$ cat src/rtl/bus_arbiter.sv
`default_nettype none
// ============================================================================
// Module      : bus_arbiter
// Description : Round-robin arbiter that lets N masters share one single-beat
//               64-bit peripheral bus. The optional access timeout is enabled
//               by defining the macro BUS_ARBITER_TIMEOUT_EN.
// Revision    : 1.0 - initial release
// ============================================================================
module bus_arbiter #(
  parameter int N = 3
`ifdef BUS_ARBITER_TIMEOUT_EN
  , parameter int TIMEOUT_CYCLES = 1024
`endif
) (
  input  logic            clock,
  input  logic            reset,
  input  logic [N-1:0]    req,
  input  logic [N-1:0]    req_read,
  input  logic [N-1:0]    req_write,
  input  logic [N*64-1:0] req_address,
  input  logic [N*64-1:0] req_wdata,
  output logic [N-1:0]    grant,
  output logic [N-1:0]    done,
  output logic [N-1:0]    error,
  output logic [63:0]     rdata,
  output logic [63:0]     bus_address,
  output logic [63:0]     bus_wdata,
  output logic            bus_read,
  output logic            bus_write,
  input  logic [63:0]     bus_rdata,
  input  logic            bus_ready
);

  localparam int C_IDX_W = (N > 1) ? $clog2(N) : 1;

  typedef enum logic [1:0] {
    S_IDLE   = 2'd0,
    S_ACCESS = 2'd1,
    S_RESP   = 2'd2
  } state_t;

  state_t             r_state;
  logic [C_IDX_W-1:0] r_last;
  logic [C_IDX_W-1:0] r_idx;

  logic [N-1:0]       w_elig;
  logic [N-1:0]       w_onehot;
  logic               w_found;
  logic [C_IDX_W-1:0] w_pick;
  logic [C_IDX_W-1:0] w_j;
  logic [63:0]        w_addr;
  logic [63:0]        w_wdata;

`ifdef BUS_ARBITER_TIMEOUT_EN
  logic [31:0] r_cnt;
  logic        w_expired;
  assign w_expired = (r_cnt + 32'd1) >= 32'(TIMEOUT_CYCLES);
`else
  assign error = '0;
`endif

  // Search starts just after the previous winner, so every master gets a turn.
  always_comb begin
    w_elig   = req & (req_read | req_write);
    w_found  = 1'b0;
    w_pick   = '0;
    w_j      = '0;
    w_onehot = '0;
    w_addr   = '0;
    w_wdata  = '0;
    for (int off = 1; off <= N; off++) begin
      w_j = C_IDX_W'((int'(r_last) + off) % N);
      if (!w_found && w_elig[w_j]) begin
        w_found = 1'b1;
        w_pick  = w_j;
      end
    end
    w_onehot[w_pick] = 1'b1;
    for (int i = 0; i < N; i++) begin
      if (w_pick == C_IDX_W'(i)) begin
        w_addr  = req_address[64*i +: 64];
        w_wdata = req_wdata[64*i +: 64];
      end
    end
  end

  always_ff @(posedge clock) begin
    if (reset) begin
      r_state     <= S_IDLE;
      r_last      <= C_IDX_W'(N - 1);
      r_idx       <= '0;
      grant       <= '0;
      done        <= '0;
      rdata       <= '0;
      bus_address <= '0;
      bus_wdata   <= '0;
      bus_read    <= 1'b0;
      bus_write   <= 1'b0;
`ifdef BUS_ARBITER_TIMEOUT_EN
      error       <= '0;
      r_cnt       <= '0;
`endif
    end else begin
      case (r_state)
        S_IDLE: begin
          if (w_found) begin
            r_idx       <= w_pick;
            grant       <= w_onehot;
            bus_address <= w_addr;
            bus_wdata   <= w_wdata;
            // A read+write command is treated as a plain read.
            bus_read    <= req_read[w_pick];
            bus_write   <= req_write[w_pick] & ~req_read[w_pick];
            r_state     <= S_ACCESS;
`ifdef BUS_ARBITER_TIMEOUT_EN
            r_cnt       <= '0;
`endif
          end
        end
        S_ACCESS: begin
          if (bus_ready) begin
            rdata       <= bus_read ? bus_rdata : 64'd0;
            done        <= grant;
            bus_address <= '0;
            bus_wdata   <= '0;
            bus_read    <= 1'b0;
            bus_write   <= 1'b0;
            r_state     <= S_RESP;
          end
`ifdef BUS_ARBITER_TIMEOUT_EN
          else if (w_expired) begin
            rdata       <= '1;
            error       <= grant;
            bus_address <= '0;
            bus_wdata   <= '0;
            bus_read    <= 1'b0;
            bus_write   <= 1'b0;
            r_state     <= S_RESP;
          end else begin
            r_cnt <= r_cnt + 32'd1;
          end
`endif
        end
        S_RESP: begin
          done    <= '0;
          grant   <= '0;
          r_last  <= r_idx;
          r_state <= S_IDLE;
`ifdef BUS_ARBITER_TIMEOUT_EN
          error   <= '0;
`endif
        end
        default: r_state <= S_IDLE;
      endcase
    end
  end

endmodule
`default_nettype wire

$ cat config.mk
export PLATFORM = sky130hd
export DESIGN_NAME = bus_arbiter
export DESIGN_NICKNAME = d
export VERILOG_FILES = /design/src/rtl/bus_arbiter.sv
export SDC_FILE = /design/constraint.sdc
export NUM_CORES = 1
export LEC_CHECK = 0
export CORE_AREA = 2 2 260 262
export CTS_CLUSTER_SIZE = 40
export DETAILED_ROUTE_END_ITERATION = 10
export DIE_AREA = 0 0 262 264
export PLACE_DENSITY = 0.43
export SYNTH_ARGS = -nofsm -noshare
export SYNTH_HDL_FRONTEND = slang
export SYNTH_SLANG_ARGS = --single-unit
$ cat constraint.sdc
create_clock -name clock -period 4 [get_ports clock]
set_clock_uncertainty 0.05 [all_clocks]
set_input_delay 0.8 -clock clock [delete_from_list [all_inputs] [get_ports clock]]
set_output_delay 0.8 -clock clock [all_outputs]
set_load 0.02 [all_outputs]
# After elaboration in Yosys (flattened, before gate mapping)
# Cells that the tools add are included.
# word_totals
register_bits	206
inputBits	460
out_inout_bits	203
elab_cells	89
# classes
add_sub_neg	3
div_mod_pow	3
magnitude_cmp	5
eq_ne	6
n_mux	42
bitwise_logic	4
n_reduce_logical	16
# ops
cell	count
64-bit 2-to-1 mux	10
64-bit case mux with 2 select lines	2
32-bit by 3-bit remainder unit with 32-bit output (second input constant)	3
2-bit by 3-bit < comparator with 1-bit output (second input constant)	4
1-bit 2-to-1 mux	12
3-bit case mux with 2 select lines	2
1-bit binary-select mux with 2-bit select	5
2-bit 2-to-1 mux	5
2-bit AND reduction	5
2-bit by 2-bit adder with 3-bit output (second input constant)	2
3-bit 2-to-1 mux	2
2-bit nonzero test	3
2-bit by 1-bit == test with 1-bit output (second input constant)	2
2-bit == test (second input constant)	2
2-bit logical NOT	2
2-bit inequality test (second input constant)	2
1-bit case mux with 2 select lines	2
2-bit case mux with 2 select lines	1
2-bit by 1-bit adder with 3-bit output (second input constant)	1
3-bit bitwise AND	1
1-bit logical AND	3
3-bit bitwise OR	1
3-bit AND reduction	1
1-bit demux with 2-bit select	1
4 further kinds	5

# Depth between registers and ports, before layout
# Gate-level depths: netlist of run 1.
# depth
word_depth	17
mapped_depth	12
depth_no_buf	9

# Worst setup path before layout of run 1
# OpenSTA, ideal clock, no wires.
# synth_timing
path_type	input port to flip-flop
startpoint	input port req_write[0]
endpoint	register bus_address[24]
setup_time_ps	117
arrival_time_ps	2350
required_ps	3833
path_slack_ps	1484
cell_stages	9
n_path_buf	2
cell_sequence	o21ai_1 nand2_1 a2111o_1 a21o_1 buf_2 buf_2 nand2_1 a31oi_1 a22o_1
# synth_between
elab_chain_len	17
word_cells_on_any_way	28
classes_between	3 x eq/ne; 17 x mux; 2 x bitwise; 6 x reduce/logical
# synth_lines
element	line_no	rtl
from (decl)	19	input logic [N-1:0] req_write,
3-bit bitwise OR *	64	w_elig = req & (req_read | req_write);
3-bit bitwise AND *	64	
1-bit binary-select mux with 2-bit select	73	if (!w_found && w_elig[w_j]) begin
1-bit 2-to-1 mux (implied by the code)	73	
1-bit 2-to-1 mux	73	
1-bit logical NOT	73	
1-bit logical AND	73	
1-bit 2-to-1 mux	73	
1-bit logical NOT	73	
1-bit logical AND	73	
2-bit 2-to-1 mux	73	
2-bit logical NOT	80	if (w_pick == C_IDX_W'(i)) begin
64-bit 2-to-1 mux (3 in series)	80	
64-bit 2-to-1 mux	106	if (w_found) begin
64-bit case mux with 2 select lines	104	case (r_state)
to (signal assigned)	109	bus_address <= w_addr;
to (decl)	26	output logic [63:0] bus_address,
# Every way passes the cells marked *; elsewhere a longest branch is shown, timed or not. The select of a mux whose other input is x is not followed.
# A chain may end at the register's enable or synchronous reset.

# Final worst setup path of run 1
# layout_timing
startpoint	input port req_write[0]
endpoint	register bus_wdata[0]
# layout_between
elab_chain_len	17
word_cells_on_any_way	28
classes_between	3 x eq/ne; 17 x mux; 2 x bitwise; 6 x reduce/logical
# layout_lines
element	line_no	rtl
3-bit bitwise OR *	64	
3-bit bitwise AND *	64	
1-bit binary-select mux with 2-bit select	73	
1-bit 2-to-1 mux (implied by the code)	73	
1-bit 2-to-1 mux	73	
1-bit logical NOT	73	
1-bit logical AND	73	
1-bit 2-to-1 mux	73	
1-bit logical NOT	73	
1-bit logical AND	73	
2-bit 2-to-1 mux	73	
2-bit logical NOT	80	
64-bit 2-to-1 mux (3 in series)	80	
64-bit 2-to-1 mux	106	
64-bit case mux with 2 select lines	104	
to (signal assigned)	110	bus_wdata <= w_wdata;
to (decl)	27	output logic [63:0] bus_wdata,
# Marked as above.

==> load_flow_metrics.sql, run 1 <==
INSERT INTO impl_metrics (metric_group, metric, value, unit) VALUES
('routing', 'drc_errors', '0', ''),
('clock_network', 'cts_tree', 'yes', ''),
('cells_and_area', 'synthesis_to_layout_area_growth', '92.91', '%'),
('worst_hold_path', 'min_path_type', 'reg2reg', ''),
('clock_network', 'post_cts_buffers', '0', ''),
('floorplan', 'fp.coreArea', '66560', 'um2'),
('grt', 'grt_pass1_vias', '10810', ''),
('timing', 'max_slew_margin', '59.58', '%'),
('timing', 'maxClockFrequency', '328.8', 'MHz'),
('logic_synthesis', 'synth_largest_type_area_fraction', '45.11', '%'),
('setup_path', 'setup_crit_end_kind', 'flip-flop', ''),
('cells_and_area', 'layout.cells.most_common_list', '659 x clkdlybuf4s50_1, 262 x nand2_1, 206 x dfxtp_1', ''),
('logic_synthesis', 'synthCells', '1104', ''),
('logic_synthesis', 'number_of_distinct_library_cell_variants_in_the_gate_level_netlist_after_synthesis', '41', ''),
('cells_and_area', 'finalCoreUtilization', '26.49', '%'),
('power_and_ir_drop', 'p_sw_share', '31.54', '%'),
('clock_network', 'root_buffer', 'clkbuf_16', ''),
('clock_network', 'clockBufferDepth', '3', ''),
('power_and_ir_drop', 'p_per_area', '412.2', 'nW/um2'),
('power_and_ir_drop', 'total_switching_power', '2.292', 'mW'),
('cells_and_area', 'finish.net_count', '2182', ''),
('routing', 'post_route_wl', '47600', 'um'),
('grt', 'grt_start_max_net_pins', '73', ''),
('logic_synthesis', 'flip_flop_and_latch_count_after_synthesis', '206', ''),
('grt', 'globalRouteOverflowTotal', '0', ''),
('timing', 'worst_pin_slew', '0.6062', 'ns'),
('logic_synthesis', 'ys_top_cells_by_area', 'dfxtp_1 45%, a22o_1 18%, nand2_1 11%', ''),
('logic_synthesis', 'synth.yosys.seq_area_share', '45.11', '%'),
('floorplan', 'dieArea', '69170', 'um2'),
('power_and_ir_drop', 'sequentialPowerShare', '33.6', '%'),
('placement', 'post-dp-hpwl', '35690', 'um'),
('run', 'max_cap_viol_count', '0', ''),
('logic_synthesis', 'count_of_warnings_emitted_by_yosys', '0', ''),
('power_and_ir_drop', 'cell_internal_pwr', '4.976', 'mW'),
('floorplan', 'initial_util', '13.73', '%'),
('timing', 'timing.setup.tns', '0', 'ns'),
('grt', 'antenna_found_initial', '3', ''),
('setup_path', 'critical_path_required', '4.44', 'ns'),
('routing', 'final_antenna_net_count', '0', ''),
('clock_network', 'clkTransAtPathRegs', '0.05', 'ns'),
('setup_path', 'critical_path_source', 'req_write[0]', ''),
('placement', 'port-buffer-count', '659', ''),
('status', 'run_status', 'complete, no violations', ''),
('routing', 'post_drt_wl_per_cell', '18.21', 'um'),
('logic_synthesis', 'synth_enable_flop_cells', '0', ''),
('logic_synthesis', 'postSynth.asyncResetShare', '0', '%'),
('logic_synthesis', 'synth_area_leader_cell', 'dfxtp_1', ''),
('timing', 'timing.final.setup_violations', '0', ''),
('timing', 'unrepaired_setup_endpoints_after_global_routing', 'false', ''),
('worst_hold_path', 'hold_path_startpoint', 'bus_write', ''),
('grt', 'first_pass_grt_wire_length', '67790', 'um'),
('clock_network', 'ctsHtreeMaxLevel', '1', ''),
('timing', 'layout_worst_path_cycle_share', '76.04', '%'),
('power_and_ir_drop', 'clock_power_share', '34.8', '%'),
('setup_path', 'worst-endpoint-arrival', '3.48', 'ns'),
('cells_and_area', 'final_common_cell', 'clkdlybuf4s50_1', ''),
('floorplan', 'rows', '95', ''),
('timing', 'timing.final.hold_violations', '0', ''),
('routing', 'route.detailed.vias_per_inst', '4.089', ''),
('timing', 'fin_crit', '3.042', 'ns'),
('floorplan', 'die_width', '262', 'um'),
('power_and_ir_drop', 'vdd.ir_drop.worst', '0.0002479', 'V'),
('placement', 'place.gp.congestion', '0.8415', ''),
('cells_and_area', 'drive_gt1_share', '4.893', '%'),
('setup_path', 'start_kind', 'input port', ''),
('routing', 'route.vias.total', '10680', ''),
('clock_network', 'number_of_sinks_handled_by_clock_tree_synthesis', '206', ''),
('setup_path', 'r2r_start', 'r_last[0]', ''),
('clock_network', 'cts-hold-fix-buffers', '0', ''),
('clock_network', 'cts_repair_resize_count', '0', ''),
('logic_synthesis', 'syn_area_per_cell', '8.280', 'um2');
## cell usage after synthesis, types with 2 or more instances
master	count
nand2_1	262
dfxtp_1	206
a22o_1	192
nor2_1	140
a31oi_1	132
buf_2	62
clkbuf_1	19
buf_4	17
a21oi_1	9
buf_1	7
o21ai_1	6
mux2i_1	5
inv_1	4
nand3_1	4
nor3_1	4
o21ai_0	4
and2_1	3
ha_1	3
a2111oi_0	2
nand2b_1	2
## per-stage QoR
stage / total power [mW] / cell area (um2) / setup WS, ns / std cells / hold WS [ns]
final: 7.268 / 17630 / 0.9584 / 2613 / 0.4056
after global routing: 7.652 / 17630 / 0.8124 / 2612 / 0.4391
after CTS: 7.419 / 17630 / 0.9725 / 2610 / 0.4094
after detailed placement: 4.806 / 16730 / 0.3744 / 2563 / 0.3935
after global placement: 4.809 / 16730 / 0.4467 / 2563 / 0.3854
after floorplan: 3.517 / 9149 / 1.484 / 1106 / 0.4013
## metal layers
metal,track usage (%),up-vias,routed length (um)
met1,14.59,4950,18910
met4,3.878,0,1379
li1,-,5200,-
met5,0,-,0
met3,3.579,69,4236
met2,22.79,465,23070
## power groups by stage
stage,registers [mW],logic [mW],clock network [mW]
finish,2.44,2.30,2.53
global route,2.47,2.47,2.72
CTS,2.44,2.34,2.64
detailed placement,2.48,2.33,0
global placement,2.48,2.33,0
floorplan,2.74,0.782,0
## cells by family after synthesis
| group | Yosys count | synth area share [%] |
|---|---|---|
| adder cells (fa/ha/maj) | 3 | 0.4107 |
| buffers and inverters | 110 | 6.063 |
| AO/OA/AOI/OAI | 359 | 30.06 |
| flip-flops | 206 | 45.11 |
| multiplexers | 5 | 0.5475 |
| AND/OR/NAND/NOR | 420 | 17.77 |
| other | 1 | 0.04102 |
## worst paths after layout
path	end	slack, ns	depth (start not counted)
setup / recovery	bus_wdata[0]	0.96	9
hold / removal	bus_write	0.41	2
setup reg to reg	bus_wdata[0]	1.01	10
hold reg to reg	bus_write	0.41	2
## critical path: stages
cell and delay [ns]:
clkdlybuf4s50_1 0.42, o21ai_1 0.35, nand2_1 0.11, a2111o_1 0.50, a21oi_4 0.21, buf_4 0.49
nand2_1 0.10, a31oi_1 0.30, a22o_1 0.17
## final cells by class
class | count | area (um2)
Inverter | 5 | 18.77
Timing Repair Buffer | 689 | 6984
Clock inverter | 10 | 133.9
Tap cell | 873 | 1092
Clock buffer | 37 | 763.2
Sequential cell | 206 | 4124
Fill cell | 7115 | 48930
Multi-Input combinational cell | 790 | 4511
Antenna cell | 3 | 7.507
## registers in the layout (all words and copies together), names as in the netlist
name,count
r_last,2
r_state,2
bus_wdata,64
rdata,64
grant,3
done,3
bus_read,1
r_idx,2
bus_write,1
bus_address,64
Power figures use the tool's default switching activity.
==> run 2: changes to the inputs <==
- CORE_AREA: 2 2 260 262 -> 2 2 255 257
- DIE_AREA: 0 0 262 264 -> 0 0 257 259
- PLACE_DENSITY: 0.43 -> 0.44
- clock period: 4 -> 3 ns (I/O delays scaled with it)
==> load_flow_metrics.sql, run 2 (same netlist as run 1, synthesis figures left out) <==
INSERT INTO impl_metrics (metric_group, metric, value, unit) VALUES
('timing', 'unrepaired_setup_endpoints_after_global_routing', 'false', ''),
('floorplan', 'chipHeight', '259', 'um'),
('routing', 'drc_errors', '0', ''),
('placement', 'post-dp-hpwl', '37540', 'um'),
('timing', 'worst_pin_slew', '0.5065', 'ns'),
('worst_hold_path', 'hold_path_startpoint', 'bus_write', ''),
('routing', 'initialDrtViolationCount', '541', ''),
('setup_path', 'critical_path.cell_chain', 'inv_1, ha_1, inv_2, nand2_1, a2111o_1, a21oi_4, buf_12, nand2_1, a31oi_2, buf_4, a22o_1', ''),
('routing', 'final_antenna_net_count', '0', ''),
('grt', 'grt_start_max_net_pins', '77', ''),
('cells_and_area', 'multi_input_area', '4517', 'um2'),
('routing', 'route.vias.total', '10870', ''),
('cells_and_area', 'drive_gt1_share', '8.633', '%'),
('cells_and_area', 'layout.cells.most_common_list', '659 x clkdlybuf4s50_1, 262 x nand2_1, 206 x dfxtp_1', ''),
('grt', 'first_pass_grt_wire_length', '70000', 'um'),
('setup_path', 'crit_path_max_fanout', '31', ''),
('setup_path', 'critical_path_required', '3.45', 'ns'),
('placement', 'place.gp.congestion', '0.8534', ''),
('status', 'run_status', 'complete, no violations', ''),
('cells_and_area', 'synthesis_to_layout_area_growth', '99.43', '%'),
('setup_path', 'ff2ff_path_depth', '11', ''),
('floorplan', 'design.portCount', '663', ''),
('clock_network', 'number_of_sinks_handled_by_clock_tree_synthesis', '206', ''),
('clock_network', 'cts-buffers-inserted', '28', ''),
('placement', 'pre_cts_slack', '-0.2996', 'ns'),
('cells_and_area', 'area.sequential', '4124', 'um2'),
('timing', 'layout_worst_path_cycle_share', '93.14', '%'),
('setup_path', 'critical_path_class', 'reg2reg', ''),
('placement', 'port-buffer-count', '659', ''),
('timing', 'timing.setup.tns', '0', 'ns'),
('setup_path', 'timing.critical_path.slowest_stage_cell', 'a2111o_1', ''),
('setup_path', 'crit_end', 'bus_address[62]', ''),
('setup_path', 'r2r_start', 'r_last[0]', ''),
('setup_path', 'critical_path_source', 'r_last[0]', ''),
('clock_network', 'root_buffer', 'clkbuf_16', ''),
('clock_network', 'clkTransAtPathRegs', '0.05', 'ns'),
('cells_and_area', 'largestRegisters', 'bus_address: 64 flops, bus_wdata: 64 flops, rdata: 64 flops', ''),
('power_and_ir_drop', 'power.leakage', '7.138', 'nW'),
('timing', 'timing.final.setup_violations', '0', ''),
('routing', 'post_drt_wl_per_cell', '17.90', 'um'),
('run', 'max_cap_viol_count', '0', ''),
('routing', 'post_route_wl', '47680', 'um'),
('timing', 'timing.final.max_slew_violations', '0', ''),
('floorplan', 'dieArea', '66560', 'um2'),
('timing', 'fin_crit', '2.794', 'ns'),
('cells_and_area', 'final_common_cell', 'clkdlybuf4s50_1', ''),
('clock_network', 'clk-insertion-delay-late', '0.56', 'ns'),
('setup_path', 'critical-path-top-cell-by-count', 'nand2_1', ''),
('floorplan', 'initial_util', '14.31', '%'),
('cells_and_area', 'finish.net_count', '2253', ''),
('grt', 'grt_use_total', '13.58', '%'),
('grt', 'antenna_found_initial', '2', ''),
('setup_path', 'setup_crit_end_kind', 'flip-flop', ''),
('power_and_ir_drop', 'p_per_area', '528.8', 'nW/um2'),
('clock_network', 'clockBufferDepth', '3', ''),
('cells_and_area', 'fillers', '6717', ''),
('setup_path', 'start_kind', 'flip-flop', ''),
('power_and_ir_drop', 'vdd.ir_drop.worst', '0.0003669', 'V'),
('clock_network', 'cts_tree', 'yes', ''),
('routing', 'drt_first_pass_iters', '5', ''),
('timing', 'maxClockFrequency', '357.9', 'MHz'),
('timing', 'max_slew_margin', '66.13', '%'),
('grt', 'grt_pass1_vias', '11090', ''),
('timing', 'timing.final.hold_violations', '0', ''),
('routing', 'route.detailed.vias_per_inst', '4.082', ''),
('clock_network', 'ctsHtreeMaxLevel', '1', ''),
('setup_path', 'largest_stage_delay_worst_path', '0.48', 'ns'),
('timing', 'finalWorstSetupSlack', '0.2058', 'ns'),
('floorplan', 'die_width', '257', 'um'),
('grt', 'globalRouteOverflowTotal', '0', ''),
('floorplan', 'fp.coreArea', '63880', 'um2'),
('setup_path', 'r2r_slack', '0.21', 'ns'),
('worst_hold_path', 'min_path_type', 'reg2reg', ''),
('floorplan', 'rows', '93', ''),
('setup_path', 'worst-endpoint-arrival', '3.25', 'ns'),
('setup_path', 'critical_path.reg2reg.endpoint', 'bus_address[62]', '');
==> run 2: repair_timing <==
action / CTS / global route
gates resized for setup: 0 / 1
hold buffers: 0 / 0
buffers inserted: 0 / 0
endpoints found under the setup margin: 0 / 1
endpoints found under the hold margin: 0 / 0
==> run 2: worst min-delay path by stage <==
stage / to / slack [ns] / depth (start not counted)
6_report: bus_write / 0.41 / 2
5_1_grt: bus_write / 0.43 / 2
4_1_cts: bus_write / 0.41 / 2
3_5_place_dp: bus_write / 0.40 / 2
3_3_place_gp: bus_write / 0.38 / 2
2_1_floorplan: r_idx[1] / 0.40 / 2
==> run 2: worst max-delay path, delay by kind of cell, from the launching register on <==
| kind | cells | cell delay, ns |
|---|---|---|
| AO/OA/AOI/OAI | 4 | 1.11 |
| flip-flops | 1 | 0.37 |
| adder cells (fa/ha/maj) | 1 | 0.38 |
| AND/OR/NAND/NOR | 2 | 0.16 |
| buffers and inverters | 4 | 0.62 |
==> run 2: metrics by stage <==
| stage | util [%] | power, mW | std cells | instance area [um2] | hold slack [ns] |
|---|---|---|---|---|---|
| floorplan | - | 4.690 | 1106 | 9149 | 0.4013 |
| global placement | 27.19 | 6.626 | 2615 | 17370 | 0.3839 |
| detailed placement | 27.19 | 6.635 | 2615 | 17370 | 0.3977 |
| CTS | 28.52 | 9.843 | 2662 | 18220 | 0.4079 |
| global route | 28.54 | 10.17 | 2663 | 18230 | 0.4254 |
| finish | 28.54 | 9.640 | 2663 | 18230 | 0.4086 |
==> run 2: layout make-up <==
| type | instances | share of cell area [%] |
|---|---|---|
| diodes | 1 | 0.01373 |
| clock buffers | 38 | 4.324 |
| multi-input cells | 790 | 24.78 |
| flip-flops and latches | 206 | 22.62 |
| inverters | 5 | 0.1030 |
| well taps | 855 | 5.868 |
| clock inverters | 9 | 0.3432 |
| repair buffers | 759 | 41.95 |
==> run 2: metal layers <==
layer,GRT usage (%),share of wire (%),vias up
li1,-,-,5339
met3,3.613,6.4,68
met1,15.83,41,5063
met5,0,0.029,-
met2,24.44,50,398
met4,3.650,2.8,2
==> run 2: power by group <==
part / internal (mW) / total [mW] / leakage [nW] / switching [mW]
clock network: 1.82 / 3.11 / 0.422 / 1.29
registers: 3.06 / 3.24 / 1.69 / 0.185
logic: 1.73 / 3.29 / 5.03 / 1.56
